--- src/rtl/rv32_pkg.sv ---
`default_nettype none
// ============================================================================
// Module      : rv32_pkg
// Description : Shared types for the rv32 datapath memory stage: access-size
//               encoding, load/store unit FSM states and an alignment helper.
// Revision    : 1.0 - initial release
// ============================================================================
package rv32_pkg;

  // Access size as produced by the decoder; 2'b11 is the illegal encoding.
  typedef enum logic [1:0] {
    MEM_B = 2'b00,
    MEM_H = 2'b01,
    MEM_W = 2'b10
  } MemSize_t;

  typedef enum logic [1:0] {
    IDLE = 2'b00,
    BUSY = 2'b01,
    DONE = 2'b10
  } lsu_state_t;

  // An access is misaligned when it does not sit on its natural boundary,
  // or when the size encoding itself is illegal.
  function automatic logic mem_misaligned(input logic [1:0] size, input logic [1:0] off);
    logic r;
    r = 1'b0;
    if (size == 2'b11)                      r = 1'b1;
    else if (size == MEM_H && off[0])       r = 1'b1;
    else if (size == MEM_W && off != 2'b00) r = 1'b1;
    return r;
  endfunction

endpackage
`default_nettype wire

--- src/rtl/lsu_load_extend.sv ---
`default_nettype none
// ============================================================================
// Module      : lsu_load_extend
// Description : Extracts the addressed byte/half from a read word and sign-
//               or zero-extends it; words pass straight through.
// Revision    : 1.0 - initial release
// ============================================================================
module lsu_load_extend
  import rv32_pkg::*;
#(
  parameter int XLEN = 32
) (
  input  logic [XLEN-1:0] i_rdata,
  input  logic [1:0]      i_offset,
  input  logic [1:0]      i_size,
  input  logic            i_unsigned,
  output logic [XLEN-1:0] o_data
);

  logic [7:0]  w_byte;
  logic [15:0] w_half;

  // Select the lane and extend according to size and signedness.
  always_comb begin
    w_byte = i_rdata[8*i_offset +: 8];
    w_half = i_rdata[16*i_offset[1] +: 16];
    o_data = i_rdata;
    case (i_size)
      MEM_B:   o_data = i_unsigned ? {{(XLEN-8){1'b0}}, w_byte}
                                   : {{(XLEN-8){w_byte[7]}}, w_byte};
      MEM_H:   o_data = i_unsigned ? {{(XLEN-16){1'b0}}, w_half}
                                   : {{(XLEN-16){w_half[15]}}, w_half};
      default: o_data = i_rdata;
    endcase
  end

endmodule
`default_nettype wire

--- src/rtl/load_store_unit.sv ---
`default_nettype none
// ============================================================================
// Module      : load_store_unit
// Description : rv32 memory stage. Issues one req/ready data-memory access per
//               instruction, builds byte lanes and replicated store data,
//               extends load data and stalls the pipeline until completion,
//               misalignment abort or timeout.
// Revision    : 1.0 - initial release
// ============================================================================
module load_store_unit
  import rv32_pkg::*;
#(
  parameter int XLEN           = 32,
  parameter int TIMEOUT_CYCLES = 16
) (
  input  logic            clk,
  input  logic            rst,
  input  logic            i_lsu_valid,
  input  logic            i_MemRW,
  input  logic [1:0]      i_MemSize,
  input  logic            i_MemUnsigned,
  input  logic [XLEN-1:0] i_addr,
  input  logic [XLEN-1:0] i_wdata,
  output logic            o_mem_req,
  output logic            o_mem_we,
  output logic [XLEN-1:0] o_mem_addr,
  output logic [3:0]      o_mem_be,
  output logic [XLEN-1:0] o_mem_wdata,
  input  logic            i_mem_ready,
  input  logic [XLEN-1:0] i_mem_rdata,
  output logic [XLEN-1:0] o_load_data,
  output logic            o_done,
  output logic            o_stall,
  output logic            o_misaligned,
  output logic            o_bus_err
);

  // Counter only needs to reach TIMEOUT_CYCLES-1.
  localparam int            C_CW    = (TIMEOUT_CYCLES > 1) ? $clog2(TIMEOUT_CYCLES) : 1;
  localparam logic [C_CW-1:0] C_LIMIT = C_CW'((TIMEOUT_CYCLES > 0) ? TIMEOUT_CYCLES - 1 : 0);

  lsu_state_t      r_state;
  logic [C_CW-1:0] r_cnt;
  logic [1:0]      r_size;
  logic [1:0]      r_off;
  logic            r_unsigned;
  logic            r_req;
  logic            r_we;
  logic [XLEN-1:0] r_addr;
  logic [3:0]      r_be;
  logic [XLEN-1:0] r_wdata;
  logic [XLEN-1:0] r_load_data;
  logic            r_done;
  logic            r_misaligned;
  logic            r_bus_err;

  logic            w_misaligned;
  logic [3:0]      w_be;
  logic [XLEN-1:0] w_wdata;
  logic [XLEN-1:0] w_ext;
  logic            w_timeout;

  // Lane enables and replicated store data for the access being presented.
  always_comb begin
    w_misaligned = mem_misaligned(i_MemSize, i_addr[1:0]);
    w_be         = 4'b1111;
    w_wdata      = i_wdata;
    case (i_MemSize)
      MEM_B: begin
        w_be    = 4'b0001 << i_addr[1:0];
        w_wdata = {4{i_wdata[7:0]}};
      end
      MEM_H: begin
        w_be    = 4'b0011 << {i_addr[1], 1'b0};
        w_wdata = {2{i_wdata[15:0]}};
      end
      default: begin
        w_be    = 4'b1111;
        w_wdata = i_wdata;
      end
    endcase
  end

  lsu_load_extend #(
    .XLEN(XLEN)
  ) u_load_extend (
    .i_rdata   (i_mem_rdata),
    .i_offset  (r_off),
    .i_size    (r_size),
    .i_unsigned(r_unsigned),
    .o_data    (w_ext)
  );

  assign w_timeout = (TIMEOUT_CYCLES != 0) && (r_cnt == C_LIMIT);

  // Access sequencing: accept, wait for ready or timeout, report once.
  always_ff @(posedge clk or posedge rst) begin
    if (rst) begin
      r_state      <= IDLE;
      r_cnt        <= '0;
      r_size       <= 2'b00;
      r_off        <= 2'b00;
      r_unsigned   <= 1'b0;
      r_req        <= 1'b0;
      r_we         <= 1'b0;
      r_addr       <= '0;
      r_be         <= 4'b0000;
      r_wdata      <= '0;
      r_load_data  <= '0;
      r_done       <= 1'b0;
      r_misaligned <= 1'b0;
      r_bus_err    <= 1'b0;
    end else begin
      case (r_state)
        IDLE: begin
          if (i_lsu_valid) begin
            r_bus_err <= 1'b0;
            if (w_misaligned) begin
              r_misaligned <= 1'b1;
              r_done       <= 1'b1;
              r_state      <= DONE;
            end else begin
              r_misaligned <= 1'b0;
              r_addr       <= {i_addr[XLEN-1:2], 2'b00};
              r_we         <= i_MemRW;
              r_be         <= w_be;
              r_wdata      <= w_wdata;
              r_size       <= i_MemSize;
              r_off        <= i_addr[1:0];
              r_unsigned   <= i_MemUnsigned;
              r_req        <= 1'b1;
              r_cnt        <= '0;
              r_state      <= BUSY;
            end
          end
        end
        BUSY: begin
          if (i_mem_ready) begin
            if (!r_we) begin
              r_load_data <= w_ext;
            end
            r_req   <= 1'b0;
            r_done  <= 1'b1;
            r_state <= DONE;
          end else if (w_timeout) begin
            r_req     <= 1'b0;
            r_bus_err <= 1'b1;
            r_done    <= 1'b1;
            r_state   <= DONE;
          end else begin
            r_cnt <= r_cnt + 1'b1;
          end
        end
        DONE: begin
          r_done  <= 1'b0;
          r_state <= IDLE;
        end
        default: begin
          r_req   <= 1'b0;
          r_done  <= 1'b0;
          r_state <= IDLE;
        end
      endcase
    end
  end

  assign o_mem_req    = r_req;
  assign o_mem_we     = r_we;
  assign o_mem_addr   = r_addr;
  assign o_mem_be     = r_be;
  assign o_mem_wdata  = r_wdata;
  assign o_load_data  = r_load_data;
  assign o_done       = r_done;
  assign o_misaligned = r_misaligned;
  assign o_bus_err    = r_bus_err;
  assign o_stall      = i_lsu_valid & ~r_done;

endmodule
`default_nettype wire

--- config.mk ---
export PLATFORM = sky130hd
export DESIGN_NAME = load_store_unit
export DESIGN_NICKNAME = d
export VERILOG_FILES = /design/src/rtl/rv32_pkg.sv /design/src/rtl/lsu_load_extend.sv /design/src/rtl/load_store_unit.sv
export SDC_FILE = /design/constraint.sdc
export NUM_CORES = 1
export LEC_CHECK = 0
export CAP_MARGIN = 20
export CORE_UTILIZATION = 49
export CTS_BUF_LIST = sky130_fd_sc_hd__clkbuf_8
export CTS_CLUSTER_SIZE = 30
export DETAILED_ROUTE_END_ITERATION = 10
export PLACE_DENSITY = 0.85
export REMOVE_ABC_BUFFERS = 1
export SLEW_MARGIN = 20
export SYNTH_ARGS = -nofsm -noshare
export SYNTH_HDL_FRONTEND = slang
export SYNTH_SLANG_ARGS = --single-unit
--- constraint.sdc ---
create_clock -name clk -period 7.3 [get_ports clk]
set_input_delay 1.46 -clock clk [delete_from_list [all_inputs] [get_ports clk]]
set_output_delay 1.46 -clock clk [all_outputs]
set_load 0.05 [all_outputs]
==> results.rst <==
.. list-table::
   :header-rows: 1

   * - Metric
     - Value
   * - Arrival time reported for the critical path endpoint
     - 2.96 ns
   * - Highest attainable clock frequency
     - 0.2265 GHz
   * - Worst EP required
     - 5.84 ns
   * - Gate count of the mapped netlist
     - 486
   * - Number of vias in the routed layout
     - 4,643
   * - Gp weighted congestion
     - 0.8315
   * - Final instance count without filler cells
     - 834
   * - First-pass GRT wire length
     - 24,230 um
   * - Global-route met3 utilization
     - 0.09403
   * - Count of placed standard cells including taps
     - 802
   * - Measured slew at the worst slew-check pin
     - 1.031 ns
   * - Total chip power
     - 3.709 mW
   * - Pins Over Slew Limit
     - 0
   * - Pre-CTS setup slack
     - 2.611 ns
   * - Worst-case vdd ir drop
     - 0.4594 mV
   * - Number of setup violations in the final report
     - 0
   * - Total GRT Usage
     - 0.2734
   * - Post-DRT Antenna Nets
     - 0
   * - Die Outline Area
     - 0.01176 mm^2
   * - Worst path buffer plus inverter count
     - 2
   * - Max Cap Viol
     - 0
   * - Number of global-route vias before repair
     - 4,835
   * - Average vias per placed instance
     - 5.567
   * - Setup Skew
     - 0.01035 ns
   * - Main area contributors after synthesis
     - sky130_fd_sc_hd__dfrtp_1 51%, sky130_fd_sc_hd__mux2_1 8.1%, sky130_fd_sc_hd__mux2i_1 5.0%
   * - FILL cells
     - 724
   * - Critical Path Sink Type
     - output port
   * - CP delay by family, top
     - buffers and inverters
   * - Post-layout utilization of the core
     - 0.7405
   * - Worst Min Path Start
     - o_mem_req
   * - PostCTS Resize Cnt
     - 0
   * - Share of the synthesized area in the top cell type
     - 0.5140
   * - Minimum hold slack
     - 0.4814 ns
   * - Crit-path max FO
     - 4
   * - Headroom to the max-slew limit
     - 0.3103
   * - Synth Register Bits
     - 114
   * - Dpl hpwl
     - 10,470 um
   * - Outcome
     - completed
   * - Overall overflow remaining after global route
     - 0
   * - Antenna cells
     - 0
   * - Global routing met2 resource utilization
     - 0.4525
   * - Area after DPL
     - 0.007627 mm^2
   * - Post-synth EDFFs
     - 0
   * - Hold/Removal Path Class
     - reg2reg
   * - Post-route fraction of the period consumed by the critical path
     - 0.6049
   * - Type of the setup path with the least slack
     - in2out
   * - Setup Total Neg Slack
     - 0 ns
   * - Number of design-rule violations left by the first detailed-router iteration
     - 222
   * - Initial antenna violation count
     - 0
   * - Number of H-tree levels
     - 4
   * - Vertical extent of the die
     - 108.4 um
   * - Nature of the critical path startpoint
     - input port
   * - Most numerous cell types in the synthesized netlist
     - 114 x sky130_fd_sc_hd__dfrtp_1, 53 x sky130_fd_sc_hd__o21ai_0, 43 x sky130_fd_sc_hd__nand2_1
   * - Cts hold-fix bufs
     - 0
   * - Library cells used by synthesis
     - 50
   * - Avg Synthesized Cell Area
     - 11.42 um^2
   * - Final worst path period need
     - 4.416 ns
   * - Cell with the largest stage delay on the worst path
     - sky130_fd_sc_hd__clkdlybuf4s50_1
   * - I/O pin cnt
     - 210
   * - Total detailed-routing wirelength
     - 15,270 um
   * - Max stage delay on crit path
     - 0.82 ns
   * - Sequential area share after synthesis
     - 0.5140
   * - Starting density of the core
     - 0.5076
   * - Proportion of layout cells with a drive suffix above 1
     - 0.1167
   * - Post-layout nets
     - 786
   * - Critical register-to-register path startpoint
     - r_size[0]
   * - Final routed wire length divided by cell count
     - 18.31 um
   * - Crit path launch
     - i_lsu_valid
   * - Most used DFF post-synth
     - sky130_fd_sc_hd__dfrtp_1
   * - Cells traversed along the worst timing path
     - clkdlybuf4s50_1 > nor2b_1 > clkdlybuf4s50_1
   * - Multi-input gate area in the final layout
     - 0.002465 mm^2
   * - Clock Sink Count
     - 114
   * - Row Count
     - 38
   * - Master cell of the clock root buffer
     - sky130_fd_sc_hd__clkbuf_8
   * - Share of synthesized flip-flops with an asynchronous set or reset
     - 1.000
   * - Final setup slack of the worst path
     - 2.884 ns
   * - TritonCTS clock tree
     - yes
   * - Clock-pin slew of the registers on the worst-case setup and hold paths
     - 0.07 ns
   * - Leading area contributor after synthesis
     - sky130_fd_sc_hd__dfrtp_1
   * - Met1 GRT Util
     - 0.3300
   * - Sequential cell area in the final layout
     - 0.002853 mm^2
   * - Layer with the highest usage
     - met2
   * - Port Buf Inserts
     - 207
   * - Most numerous cell on the critical path
     - sky130_fd_sc_hd__clkdlybuf4s50_1
   * - DRC violation count after routing
     - 0
   * - Standard cell core area
     - 0.01094 mm^2
   * - Number of iterations in the first detailed-routing pass
     - 6
   * - Skew-Pair Late Insertion Delay
     - 0.43 ns
   * - Clock Path Buffers
     - 2
   * - RSZ-0062 raised after global routing
     - no
   * - Post-CTS setup buffer count
     - 0
   * - Most common cell in the synthesized netlist
     - sky130_fd_sc_hd__dfrtp_1
   * - Area growth from synthesis to layout
     - 45.90%
   * - Count of warnings emitted by yosys
     - 0
   * - Final hold vios
     - 0
   * - Leak
     - 3.472 nW
   * - TritonCTS buffer count
     - 17
   * - Pin count of the biggest net entering global routing
     - 72
   * - Final standard cell area without fillers
     - 0.008098 mm^2
   * - Total power per unit cell area
     - 458.1 mW/mm^2
   * - Horizontal die dimension
     - 108.4 um
   * - Post-synthesis instance area
     - 0.005550 mm^2
[metal layers]
| layer | routed length (um) | up-vias | share of wire |
|---|---|---|---|
| met5 | 0 | - | 0 |
| met4 | 248 | 0 | 0.016 |
| met3 | 1377 | 21 | 0.090 |
| met2 | 7445 | 226 | 0.49 |
| met1 | 6200 | 2263 | 0.41 |
| li1 | - | 2133 | - |
[power by group]
group / switching, mW / internal [mW]
Combinational: 1.23 / 0.692
Sequential: 0.197 / 0.890
Clock: 0.259 / 0.440
[cell usage in the layout, fill, tap and decap left out, types with 3 or more instances in the layout]
cell type / synthesis / layout
sky130_fd_sc_hd__clkdlybuf4s50_1: 0 / 207
sky130_fd_sc_hd__dfrtp_1: 114 / 114
sky130_fd_sc_hd__o21ai_0: 53 / 53
sky130_fd_sc_hd__nand2_1: 43 / 43
sky130_fd_sc_hd__mux2_1: 40 / 40
sky130_fd_sc_hd__nand3_1: 33 / 33
sky130_fd_sc_hd__mux2i_1: 28 / 28
sky130_fd_sc_hd__a21oi_1: 23 / 23
sky130_fd_sc_hd__clkbuf_8: 0 / 21
sky130_fd_sc_hd__mux2_2: 18 / 18
sky130_fd_sc_hd__mux2_4: 17 / 17
sky130_fd_sc_hd__inv_1: 8 / 8
sky130_fd_sc_hd__nand3b_1: 8 / 8
sky130_fd_sc_hd__nor4bb_1: 7 / 7
sky130_fd_sc_hd__o22a_1: 7 / 7
sky130_fd_sc_hd__nor2_1: 6 / 6
sky130_fd_sc_hd__nor2b_1: 5 / 5
sky130_fd_sc_hd__bufinv_16: 0 / 5
sky130_fd_sc_hd__nand2b_1: 4 / 4
sky130_fd_sc_hd__clkinv_2: 0 / 4
sky130_fd_sc_hd__buf_4: 4 / 4
sky130_fd_sc_hd__nor3_1: 3 / 3
[tightest hold or removal path, stage by stage, from the launching register on]
cell and delay [ns]:
sky130_fd_sc_hd__dfrtp_1 0.35, sky130_fd_sc_hd__nand2_1 0.05, sky130_fd_sc_hd__nand2_1 0.05
[worst paths after layout]
check / endpoint / slack [ns] / depth (start not counted)
max in group asynchronous: o_mem_addr[30] / 4.53 / 3
worst max-delay path: o_stall / 2.88 / 3
min in group asynchronous: o_mem_addr[6] / 1.48 / 2
worst min register to register: o_mem_req / 0.48 / 2
worst max register to register: o_load_data[14] / 4.58 / 4
worst min-delay path: o_mem_req / 0.48 / 2
[final cells by class]
| type | instances | share of cell area |
|---|---|---|
| multi-input combinational | 329 | 0.3044 |
| timing repair buffer | 211 | 0.2596 |
| tap | 140 | 0.02163 |
| inverter | 8 | 0.004017 |
| sequential | 114 | 0.3523 |
| clock buffer | 21 | 0.03569 |
| clock inverter | 11 | 0.02240 |
[flip-flops by register name, indices dropped and copies added, names as in the netlist]
signal	flops
o_misaligned	1
r_cnt	4
o_mem_we	1
o_mem_wdata	32
r_off	2
o_mem_be	4
o_mem_addr	30
o_mem_req	1
o_bus_err	1
r_state	2
o_done	1
r_size	2
o_load_data	32
r_unsigned	1
[logic make-up (layout without fill, tap and decap cells)]
kind of cell,Yosys count,count (layout),synth area share
other cells,1,2,0.0006756
xor+xnor,1,1,0.001578
mux,103,103,0.2142
simple gates,121,121,0.1183
buf+inv,44,251,0.04260
flops,114,114,0.5140
fa+ha+maj,1,1,0.002254
compound gates,101,101,0.1064
Power figures use the tool's default switching activity.
